==> config.mk <==
export PLATFORM = sky130hd
export DESIGN_NAME = fsm_counter_ctrl
export DESIGN_NICKNAME = d
export VERILOG_FILES = /design/src/rtl/fsm_counter_pkg.sv /design/src/rtl/job_fifo.sv /design/src/rtl/fsm_counter_ctrl.sv
export SDC_FILE = /design/constraint.sdc
export NUM_CORES = 1
export LEC_CHECK = 0
export CORE_MARGIN = 10
export CORE_UTILIZATION = 30
export CTS_CLUSTER_SIZE = 40
export DETAILED_ROUTE_END_ITERATION = 6
export PLACE_DENSITY = 0.46
export SLEW_MARGIN = 20
export SYNTH_ARGS = -nofsm -noshare
export SYNTH_HDL_FRONTEND = slang
export SYNTH_SLANG_ARGS = --single-unit
export TNS_END_PERCENT = 1
==> constraint.sdc <==
create_clock -name clk -period 2.71 [get_ports clk]
set_input_delay 0.813 -clock clk [delete_from_list [all_inputs] [get_ports clk]]
set_output_delay 0.813 -clock clk [all_outputs]
set_load 0.02 [all_outputs]
==> src/rtl/fsm_counter_pkg.sv <==
// Shared definitions for the counter job dispatcher: FSM encoding and
// default widths used by the top level and its FIFO.
package fsm_counter_pkg;

  typedef enum logic [1:0] {
    S_IDLE  = 2'b00,
    S_ISSUE = 2'b01,
    S_WAIT  = 2'b10,
    S_ERR   = 2'b11
  } state_t;

  localparam int CNT_W_DEF = 7;
  localparam int WDOG_W    = 8;

endpackage

==> src/rtl/job_fifo.sv <==
// Synchronous first-word-fall-through FIFO holding queued count jobs.
// Pointers carry a wrap bit so full and empty are distinguishable.
module job_fifo #(
  parameter int WIDTH = 7,
  parameter int DEPTH = 4
) (
  input  logic             clk,
  input  logic             reset,
  input  logic             push,
  input  logic             pop,
  input  logic             flush,
  input  logic [WIDTH-1:0] din,
  output logic [WIDTH-1:0] dout,
  output logic             full,
  output logic             empty
);

  localparam int AW = $clog2(DEPTH);

  logic [AW:0]      r_wr_ptr;
  logic [AW:0]      r_rd_ptr;
  logic [WIDTH-1:0] r_mem [DEPTH];
  logic             w_do_push;
  logic             w_do_pop;

  assign empty     = (r_wr_ptr == r_rd_ptr);
  assign full      = (r_wr_ptr[AW] != r_rd_ptr[AW]) &&
                     (r_wr_ptr[AW-1:0] == r_rd_ptr[AW-1:0]);
  assign dout      = r_mem[r_rd_ptr[AW-1:0]];
  assign w_do_push = push && !full;
  assign w_do_pop  = pop && !empty;

  always_ff @(posedge clk) begin
    if (reset || flush) begin
      r_wr_ptr <= '0;
      r_rd_ptr <= '0;
    end else begin
      if (w_do_push) r_wr_ptr <= r_wr_ptr + (AW+1)'(1);
      if (w_do_pop)  r_rd_ptr <= r_rd_ptr + (AW+1)'(1);
    end
  end

  // Storage carries no reset; only the pointers define validity.
  always_ff @(posedge clk) begin
    if (w_do_push) r_mem[r_wr_ptr[AW-1:0]] <= din;
  end

endmodule

==> src/rtl/fsm_counter_ctrl.sv <==
// Dispatcher that queues count jobs and issues them one at a time to a
// counter worker, tracking completions and a watchdog for stuck workers.
module fsm_counter_ctrl
  import fsm_counter_pkg::*;
#(
  parameter int DEPTH   = 4,
  parameter int CNT_W   = CNT_W_DEF,
  parameter int TIMEOUT = 200
) (
  input  logic             clk,
  input  logic             reset,
  input  logic             i_job_valid,
  input  logic [CNT_W-1:0] i_job_num,
  output logic             o_job_ready,
  output logic             o_run,
  output logic [CNT_W-1:0] o_num_cnt,
  input  logic             i_idle,
  input  logic             i_done,
  input  logic             i_clear,
  output logic             o_busy,
  output logic             o_err_timeout,
  output logic [7:0]       o_jobs_done
);

  state_t            r_state;
  logic [CNT_W-1:0]  r_num_cnt;
  logic [WDOG_W-1:0] r_wdog;
  logic [7:0]        r_jobs_done;

  logic              w_full;
  logic              w_empty;
  logic [CNT_W-1:0]  w_head;
  logic              w_push;
  logic              w_pop;
  logic              w_flush;
  logic              w_head_zero;

  assign w_head_zero = (w_head == '0);
  assign o_job_ready = !w_full && (r_state != S_ERR);
  assign w_push      = i_job_valid && o_job_ready;
  // Zero-count jobs are discarded without waiting for the worker.
  assign w_pop       = (r_state == S_IDLE) && !w_empty && (w_head_zero || i_idle);
  assign w_flush     = (r_state == S_ERR) && i_clear;

  job_fifo #(
    .WIDTH (CNT_W),
    .DEPTH (DEPTH)
  ) u_fifo (
    .clk   (clk),
    .reset (reset),
    .push  (w_push),
    .pop   (w_pop),
    .flush (w_flush),
    .din   (i_job_num),
    .dout  (w_head),
    .full  (w_full),
    .empty (w_empty)
  );

  always_ff @(posedge clk) begin
    if (reset) begin
      r_state     <= S_IDLE;
      r_num_cnt   <= '0;
      r_wdog      <= '0;
      r_jobs_done <= '0;
    end else begin
      case (r_state)
        S_IDLE: begin
          if (w_pop && !w_head_zero) begin
            r_num_cnt <= w_head;
            r_state   <= S_ISSUE;
          end
        end
        S_ISSUE: begin
          r_wdog  <= '0;
          r_state <= S_WAIT;
        end
        S_WAIT: begin
          r_wdog <= r_wdog + WDOG_W'(1);
          if (i_done)
            r_state <= S_IDLE;
          else if (r_wdog == WDOG_W'(TIMEOUT - 1))
            r_state <= S_ERR;
        end
        S_ERR: begin
          if (i_clear) r_state <= S_IDLE;
        end
        default: r_state <= S_IDLE;
      endcase

      // A clear always wins over a completion landing in the same cycle.
      if (i_clear)
        r_jobs_done <= '0;
      else if ((r_state == S_WAIT) && i_done)
        r_jobs_done <= r_jobs_done + 8'd1;
    end
  end

  assign o_run         = (r_state == S_ISSUE);
  assign o_num_cnt     = r_num_cnt;
  assign o_busy        = !w_empty || (r_state != S_IDLE);
  assign o_err_timeout = (r_state == S_ERR);
  assign o_jobs_done   = r_jobs_done;

endmodule

==> metrics.csv, run 1 <==
metric;value;unit
WS Path Type;reg -> out;
cts hold-fix bufs;0;
setup violators final;0;
FF-to-FF path depth;6;
area used by multi-input combinational logic;1081;um2
first-pass GRT wire length;8590;um
Netlist cell types;37;
Routed wire per std cell;13.96;um
number of synthesized register bits;61;
setup tns final;0;ps
initial antenna violation count;0;
DIE AREA;12990;um2
Net Count, Synth;244;
Final period util;94.44;%
reg-to-reg slack, setup;280;ps
# port buffers;31;
Synth-to-Final Area Change;26.63;%
Worst Hold Class;reg -> reg;
post-route ant nets;0;
clk buf depth;2;
# rows;34;
RSZ-0062 raised after global routing;false;
setup ws final;150.6;ps
Leak;0.001171;uW
CTS tree;yes;
cell taking the most area after synthesis;edfxtp_1;
Crit-path slowest cell;clkdlybuf4s50_1;
worst-skew pair later-pin latency;340;ps
HP Start;r_wdog[7];
internal power;1857;uW
Crit path required time;1900;ps
worst ir drop on vdd;0.3375;mV
fill cell count;852;
DIE WIDTH;114.0;um
CTS root buffer;clkbuf_8;
FFs w/ async S/R, synth;0;%
NetSw;786.5;uW
PD cells;787.7;nW/um2
CP max stage delay;620;ps
GPL Wtd Cong;0.6934;
CP Launch Type;register;
hold depth;2;
H-tree levels;3;
post-CTS setup buffer count;0;
CP Cell Sequence;xnor2_1, a31oi_1, clkdlybuf4s50_1;
Crit path buffers/inverters;1;
Max FO, Critical Path;5;
Reg area;1503;um2
GRT overflow;0;
synth warn;0;
effective utilization at floorplan;30.54;%
DP HPWL;3849;um
Yosys top cell area share;31.73;%
number of max-cap violations;0;
Sw Ratio;29.75;%
# DRC;0;
status;completed;
Clock transition at path regs;80;ps
register area share after synthesis;56.66;%
worst slew pin tran;398.1;ps
initial DRC count;49;
Mapped Avg Cell Area;12.10;um2
final net count;286;
Critical Path AT;1750;ps
number of flops mapped to enable cells by yosys;28;
core region area;8678;um2
Setup crit end kind;primary output;
Place WS;178.4;ps
final critical-path required period;2559;ps
synthesized cell area;2650;um2
Main synth FF type;dfxtp_1;
top post-synthesis cells by area;edfxtp_1 (32%), dfxtp_1 (25%), ha_1 (5.7%);
final WL;5220;um
Flop pwr share;41.7;%
combinational share of power;23.2;%
clock sinks;61;
largest net degree at the start of global routing;14;
diodes inserted;0;
worst r2r dst;u_fifo.r_rd_ptr[2];
Gate Count Post-Synth;219;
Max Freq;390.7;MHz
Hold EP;r_wdog[7];
first-pass iteration count of the detailed router;4;
family with the most delay on the worst path;buffers and inverters;
GRT Util Overall;8.284;%
vias post-DR;1713;
post-CTS sizing;1;
Hold Vio Cnt, Final;0;
headroom to the max-slew limit;73.38;%
Die Span Y;114.0;um
IO Pins;32;
Clock power frac;35.1;%
Max Slew Vio Count;0;
Inserted Clock Buffers;9;
vias in the first global route;1761;
Max Clock Skew;7.024;ps
layout cells sized above 1;10.90;%
Via density;4.580;
==> worst min-delay path: stages, from the launching register on <==
cell and delay, ps:
dfxtp_1 320, o21ai_0 70, a21oi_1 60
==> synthesized netlist by cell type (all sizes together) (7+ instances only) <==
library cell and instances:
nor2 24, nand2 9, mux4 7, a21oi 12, inv 9, dfxtp 33, xnor2 7, ha 12
xor2 9, edfxtp 28, nand3 8
==> through the flow <==
stage | std cells | cell area (um2) | hold slack (ps) | power (uW) | utilization (%)
detailed placement | 358 | 3127 | 478.9 | 1755 | 36.03
global route | 374 | 3356 | 524.6 | 2807 | 38.67
finish | 374 | 3356 | 490.3 | 2643 | 38.67
global placement | 358 | 3127 | 466.4 | 1754 | 36.03
CTS | 374 | 3354 | 491.8 | 2686 | 38.65
floorplan | 219 | 2650 | 458.4 | 1538 | -
==> placed cells by master (no fill, tap or decap), types with 4 or more instances in the layout <==
master            n
edfxtp_1         28
inv_1             9
nand3_1           8
o21ai_0           5
buf_4             6
clkbuf_8          9
mux4_1            4
a21o_1            4
nand4_1           5
and2_1            4
xor2_1            9
or3_1             5
mux2i_1           6
dfxtp_1          32
xnor2_1           7
clkdlybuf4s50_1  30
nand2b_1          5
a21oi_1          12
ha_1             12
nand2_1           9
nor2_1           24
==> final cells by class <==
cell class | count | area share, %
clock buffer | 9 | 3.691
clock inverter | 7 | 3.132
inverter | 9 | 1.007
multi-input combinational | 142 | 32.21
sequential | 61 | 44.78
tap | 108 | 4.027
timing repair buffer | 38 | 11.15
==> worst max-delay path by stage <==
stage	endpoint	cells past startpoint	slack (ps)	start
after floorplan	o_num_cnt[4]	6	400	register
after global placement	o_num_cnt[4]	6	210	register
after detailed placement	o_num_cnt[4]	6	180	register
after CTS	o_job_ready	3	110	u_fifo.r_wr_ptr[0]
after global routing	o_job_ready	3	20	u_fifo.r_wr_ptr[0]
final	o_job_ready	3	150	u_fifo.r_wr_ptr[0]
==> logic make-up after synthesis <==
kind of cell             synth area share [%]
AO/OA/AOI/OAI                           7.979
XOR/XNOR                                5.288
multiplexers                            8.782
flip-flops                              56.66
adder cells (fa/ha/maj)                 5.666
buffers and inverters                   2.549
AND/OR/NAND/NOR                         13.08
==> routing by layer <==
metal	vias to the layer above	share of wire (%)	wire, um	GRT usage, %
met2	34	47	2435	13.14
li1	884	-	-	-
met5	-	0	0	0
met3	6	6.5	337	4.147
met1	789	46	2404	9.782
met4	0	0.80	42	2.005
==> registers in the layout (all words and copies together) (netlist names), named ones only <==
register,cells
o_jobs_done,8
o_num_cnt,7
r_state,2
r_wdog,8
u_fifo.r_mem,28
u_fifo.r_rd_ptr,3
u_fifo.r_wr_ptr,3
==> power groups by stage <==
stage / clock [uW] / sequential, uW / combinational (uW)
4_1_cts: 958 / 1100 / 623
6_report: 928 / 1100 / 613
3_5_place_dp: 0 / 1130 / 629
5_1_grt: 1010 / 1110 / 684
3_3_place_gp: 0 / 1130 / 628
2_1_floorplan: 0 / 1120 / 413
No activity file was read; power rests on OpenSTA's default activity.
==> inputs of run 2 (changes only) <==
Clock period 2.71 ns to 2.85 ns, I/O delays scaled along.
==> metrics.csv, run 2 (synthesis results as in run 1) <==
metric;value;unit
Worst Setup SP;r_state[0];
Crit path required time;2000;ps
CP Cell Sequence;inv_1, ha_2, nand4_1, clkdlybuf4s50_1;
core region area;8678;um2
commonest non-fill, non-tap cell in the layout;dfxtp_1;
worst r2r dst;o_num_cnt[4];
Routed wire per std cell;14.24;um
Leak;0.001136;uW
crit path to;o_busy;
post-CTS sizing;0;
Worst Hold Class;reg -> reg;
effective utilization at floorplan;30.54;%
GRT overflow;0;
# rows;34;
vias in the first global route;1738;
WS Path Type;reg -> out;
CTS root buffer;clkbuf_8;
largest net degree at the start of global routing;13;
Hold Vio Cnt, Final;0;
Via density;4.624;
worst-skew pair later-pin latency;340;ps
setup tns final;0;ps
Critical Path AT;1850;ps
worst ir drop on vdd;0.2979;mV
diodes inserted;0;
max reg flops;28;
post-CTS setup buffer count;0;
DIE WIDTH;114.0;um
FF-to-FF path depth;5;
Post-Layout Cell Count;370;
Critical Path Stages;4;
# port buffers;31;
Crit path buffers/inverters;2;
cts hold-fix bufs;0;
IO Pins;32;
DP Cell Count;354;
worst slew pin tran;435.1;ps
post-route ant nets;0;
Max FO, Critical Path;6;
Die Span Y;114.0;um
GRT Util Overall;8.520;%
headroom to the max-slew limit;70.95;%
Max Clock Skew;12.50;ps
vias post-DR;1711;
setup violators final;0;
Crit-path slowest cell;clkdlybuf4s50_1;
first-pass GRT wire length;8673;um
Inserted Clock Buffers;9;
final net count;282;
Power Total;2390;uW
final critical-path required period;2707;ps
most frequent cells in the layout;dfxtp_1 (33), clkdlybuf4s50_1 (31), edfxtp_1 (28);
Synth-to-Final Area Change;23.98;%
Final period util;94.98;%
first-pass iteration count of the detailed router;4;
area used by multi-input combinational logic;1084;um2
Clock transition at path regs;70;ps
clk buf depth;2;
layout cells sized above 1;9.542;%
reg-to-reg slack, setup;230;ps
PD cells;727.5;nW/um2
fill cell count;886;
family with the most delay on the worst path;buffers and inverters;
GPL Wtd Cong;0.6932;
status;completed;
initial antenna violation count;0;
number of max-cap violations;0;
Reg area;1501;um2
clock sinks;61;
CTS tree;yes;
Max Freq;369.4;MHz
# DRC;0;
CP max stage delay;590;ps
HP Start;o_num_cnt[4];
Setup crit end kind;primary output;
DP HPWL;3858;um
CP Launch Type;register;
DIE AREA;12990;um2
initial DRC count;46;
final WL;5268;um
RSZ-0062 raised after global routing;false;
H-tree levels;3;
Max Slew Vio Count;0;
Final Util;37.86;%
run 2: changes by cell type in the layout (fill, tap and decap cells not counted), sizes merged:
cell / before / now
clkinv: 0 / 5
bufinv: 2 / 1
clkinvlp: 1 / 0
buf: 7 / 3
dlygate4sd2: 1 / 0
clkdlybuf4s50: 30 / 31
inv: 13 / 10
run 2: worst min-delay path by stage:
stage / to / slack (ps) / cells after the start
6_report: o_num_cnt[4] / 480 / 2
3_3_place_gp: r_wdog[7] / 470 / 2
3_5_place_dp: o_num_cnt[4] / 470 / 2
4_1_cts: o_num_cnt[4] / 480 / 2
2_1_floorplan: r_wdog[7] / 460 / 2
5_1_grt: r_wdog[7] / 530 / 2
run 2: layer usage:
metal / vias to the layer above / routed length (um) / track usage (%)
met3: 4 / 317 / 4.357
met1: 797 / 2377 / 9.387
met4: 0 / 46 / 2.506
li1: 874 / - / -
met5: - / 0 / 0
met2: 36 / 2525 / 14.05
run 2: worst reg2reg max path, cell delays in order, from the launching register on:
cell and delay, ps:
dfxtp_1 590, mux4_2 570, or4_4 560, o21ba_1 260, or4b_1 490, o21ai_1 90
run 2: metrics by stage:
step,setup WS [ps],instance area (um2),hold WS (ps)
2_1_floorplan,537.1,2650,458.4
3_3_place_gp,244.3,3084,466.5
3_5_place_dp,206.2,3084,468.4
4_1_cts,40.31,3283,478.3
5_1_grt,39.17,3286,526.1
6_report,143.0,3286,476.9
run 2: final cells by class:
type                       instances  area share (%)
multi-input combinational        142           32.98
clock buffer                       9           3.770
timing repair buffer              34           10.13
inverter                           9           1.028
clock inverter                     7           2.285
sequential                        61           45.70
tap                              108           4.113
run 2: power breakdown:
part           switching [uW]  leakage, uW  internal, uW
Sequential               59.6     0.000524           993
Clock                     350     0.000104           407
Combinational             314     0.000508           266
Total                     724      0.00114          1670
==> inputs of run 3 (changes only) <==
Clock period 2.85 ns to 3.25 ns, I/O delays scaled along.
==> metrics.csv, run 3 (synthesis results as in run 1) <==
metric;value;unit
first-pass iteration count of the detailed router;4;
Crit-path slowest cell;clkdlybuf4s50_1;
CP Launch Type;register;
CP max stage delay;630;ps
post-CTS setup buffer count;0;
PD cells;641.1;nW/um2
Setup crit end kind;primary output;
number of max-cap violations;0;
vias post-DR;1682;
post-CTS sizing;0;
first-pass GRT wire length;8742;um
worst ir drop on vdd;0.2388;mV
effective utilization at floorplan;30.54;%
commonest non-fill, non-tap cell in the layout;dfxtp_1;
Inserted Clock Buffers;9;
final critical-path required period;2866;ps
CP Cell Sequence;inv_1, ha_1, nand4_1, clkdlybuf4s50_1;
most frequent cells in the layout;dfxtp_1 (33), clkdlybuf4s50_1 (31), edfxtp_1 (28);
# DRC;0;
vias in the first global route;1770;
Leak;0.001114;uW
clock sinks;61;
largest net degree at the start of global routing;18;
status;completed;
DIE WIDTH;114.0;um
final net count;280;
initial antenna violation count;0;
setup tns final;0;ps
Synth-to-Final Area Change;23.28;%
cts hold-fix bufs;0;
Hold Slack;485.8;ps
Crit path required time;2270;ps
worst-skew pair later-pin latency;340;ps
IO Pins;32;
# port buffers;31;
post-route cell area;3267;um2
layout cells sized above 1;8.077;%
diodes inserted;0;
Final period util;88.19;%
clk buf depth;2;
post-route ant nets;0;
Max FO, Critical Path;6;
DP Cell Count;352;
RSZ-0062 raised after global routing;false;
Max Slew Vio Count;0;
Worst Hold Class;reg -> reg;
CTS tree;yes;
final WL;5191;um
WS Path Type;reg -> out;
H-tree levels;3;
headroom to the max-slew limit;60.26;%
Die Span Y;114.0;um
Via density;4.571;
dpl cell area;3069;um2
GRT overflow;0;
worst slew pin tran;594.3;ps
Routed wire per std cell;14.11;um
Max Clock Skew;10.57;ps
Critical Path AT;1890;ps
core region area;8678;um2
GRT Util Overall;8.597;%
Clock transition at path regs;70;ps
family with the most delay on the worst path;buffers and inverters;
Crit path buffers/inverters;2;
DIE AREA;12990;um2
# rows;34;
Max Freq;348.9;MHz
Hold Vio Cnt, Final;0;
GPL Wtd Cong;0.7101;
initial DRC count;70;
setup violators final;0;
DP HPWL;3911;um
max reg flops;28;
Post-Layout Cell Count;368;
CTS root buffer;clkbuf_8;
==> run 3: per-stage QoR <==
stage	worst slack (ps)	utilization, %	total power, uW
after floorplan	937.1	-	1282
after global routing	197.7	37.64	2228
after detailed placement	574.1	35.37	1445
after CTS	323.9	37.64	2132
final	383.7	37.64	2095
after global placement	559.5	35.37	1449
==> run 3: routing by layer <==
layer / vias to the layer above / wire (um) / track usage, %
met5: - / 0 / 0
met4: 0 / 61 / 3.509
met3: 7 / 279 / 4.042
met2: 30 / 2303 / 12.72
met1: 773 / 2546 / 10.53
li1: 872 / - / -
==> run 3: worst min-delay path, cell delays in order, from the launching register on <==
cell and delay (ps):
dfxtp_1 320, nand2b_1 70, o21ai_1 50
==> run 3: worst paths after layout <==
check	start	end	slack, ps	depth (start not counted)
min reg2reg	o_num_cnt[4]	o_num_cnt[4]	490	2
min	o_num_cnt[4]	o_num_cnt[4]	490	2
max reg2reg	register	o_num_cnt[4]	680	5
max	r_state[0]	o_busy	380	4
==> run 3: power by group <==
group          switching, uW  internal [uW]  leakage [uW]  total, uW
registers               52.9            871      0.000524        924
clock network            319            356     0.0000899        675
logic                    269            227      0.000499        496
==> run 3: final cells by class <==
type	count	area [um2]
Fill cell	864	5411
Sequential cell	61	1501
Multi-Input combinational cell	142	1081
Timing Repair Buffer	32	317.8
Tap cell	108	135.1
Clock buffer	9	123.9
Clock inverter	7	73.82
Inverter	9	33.78
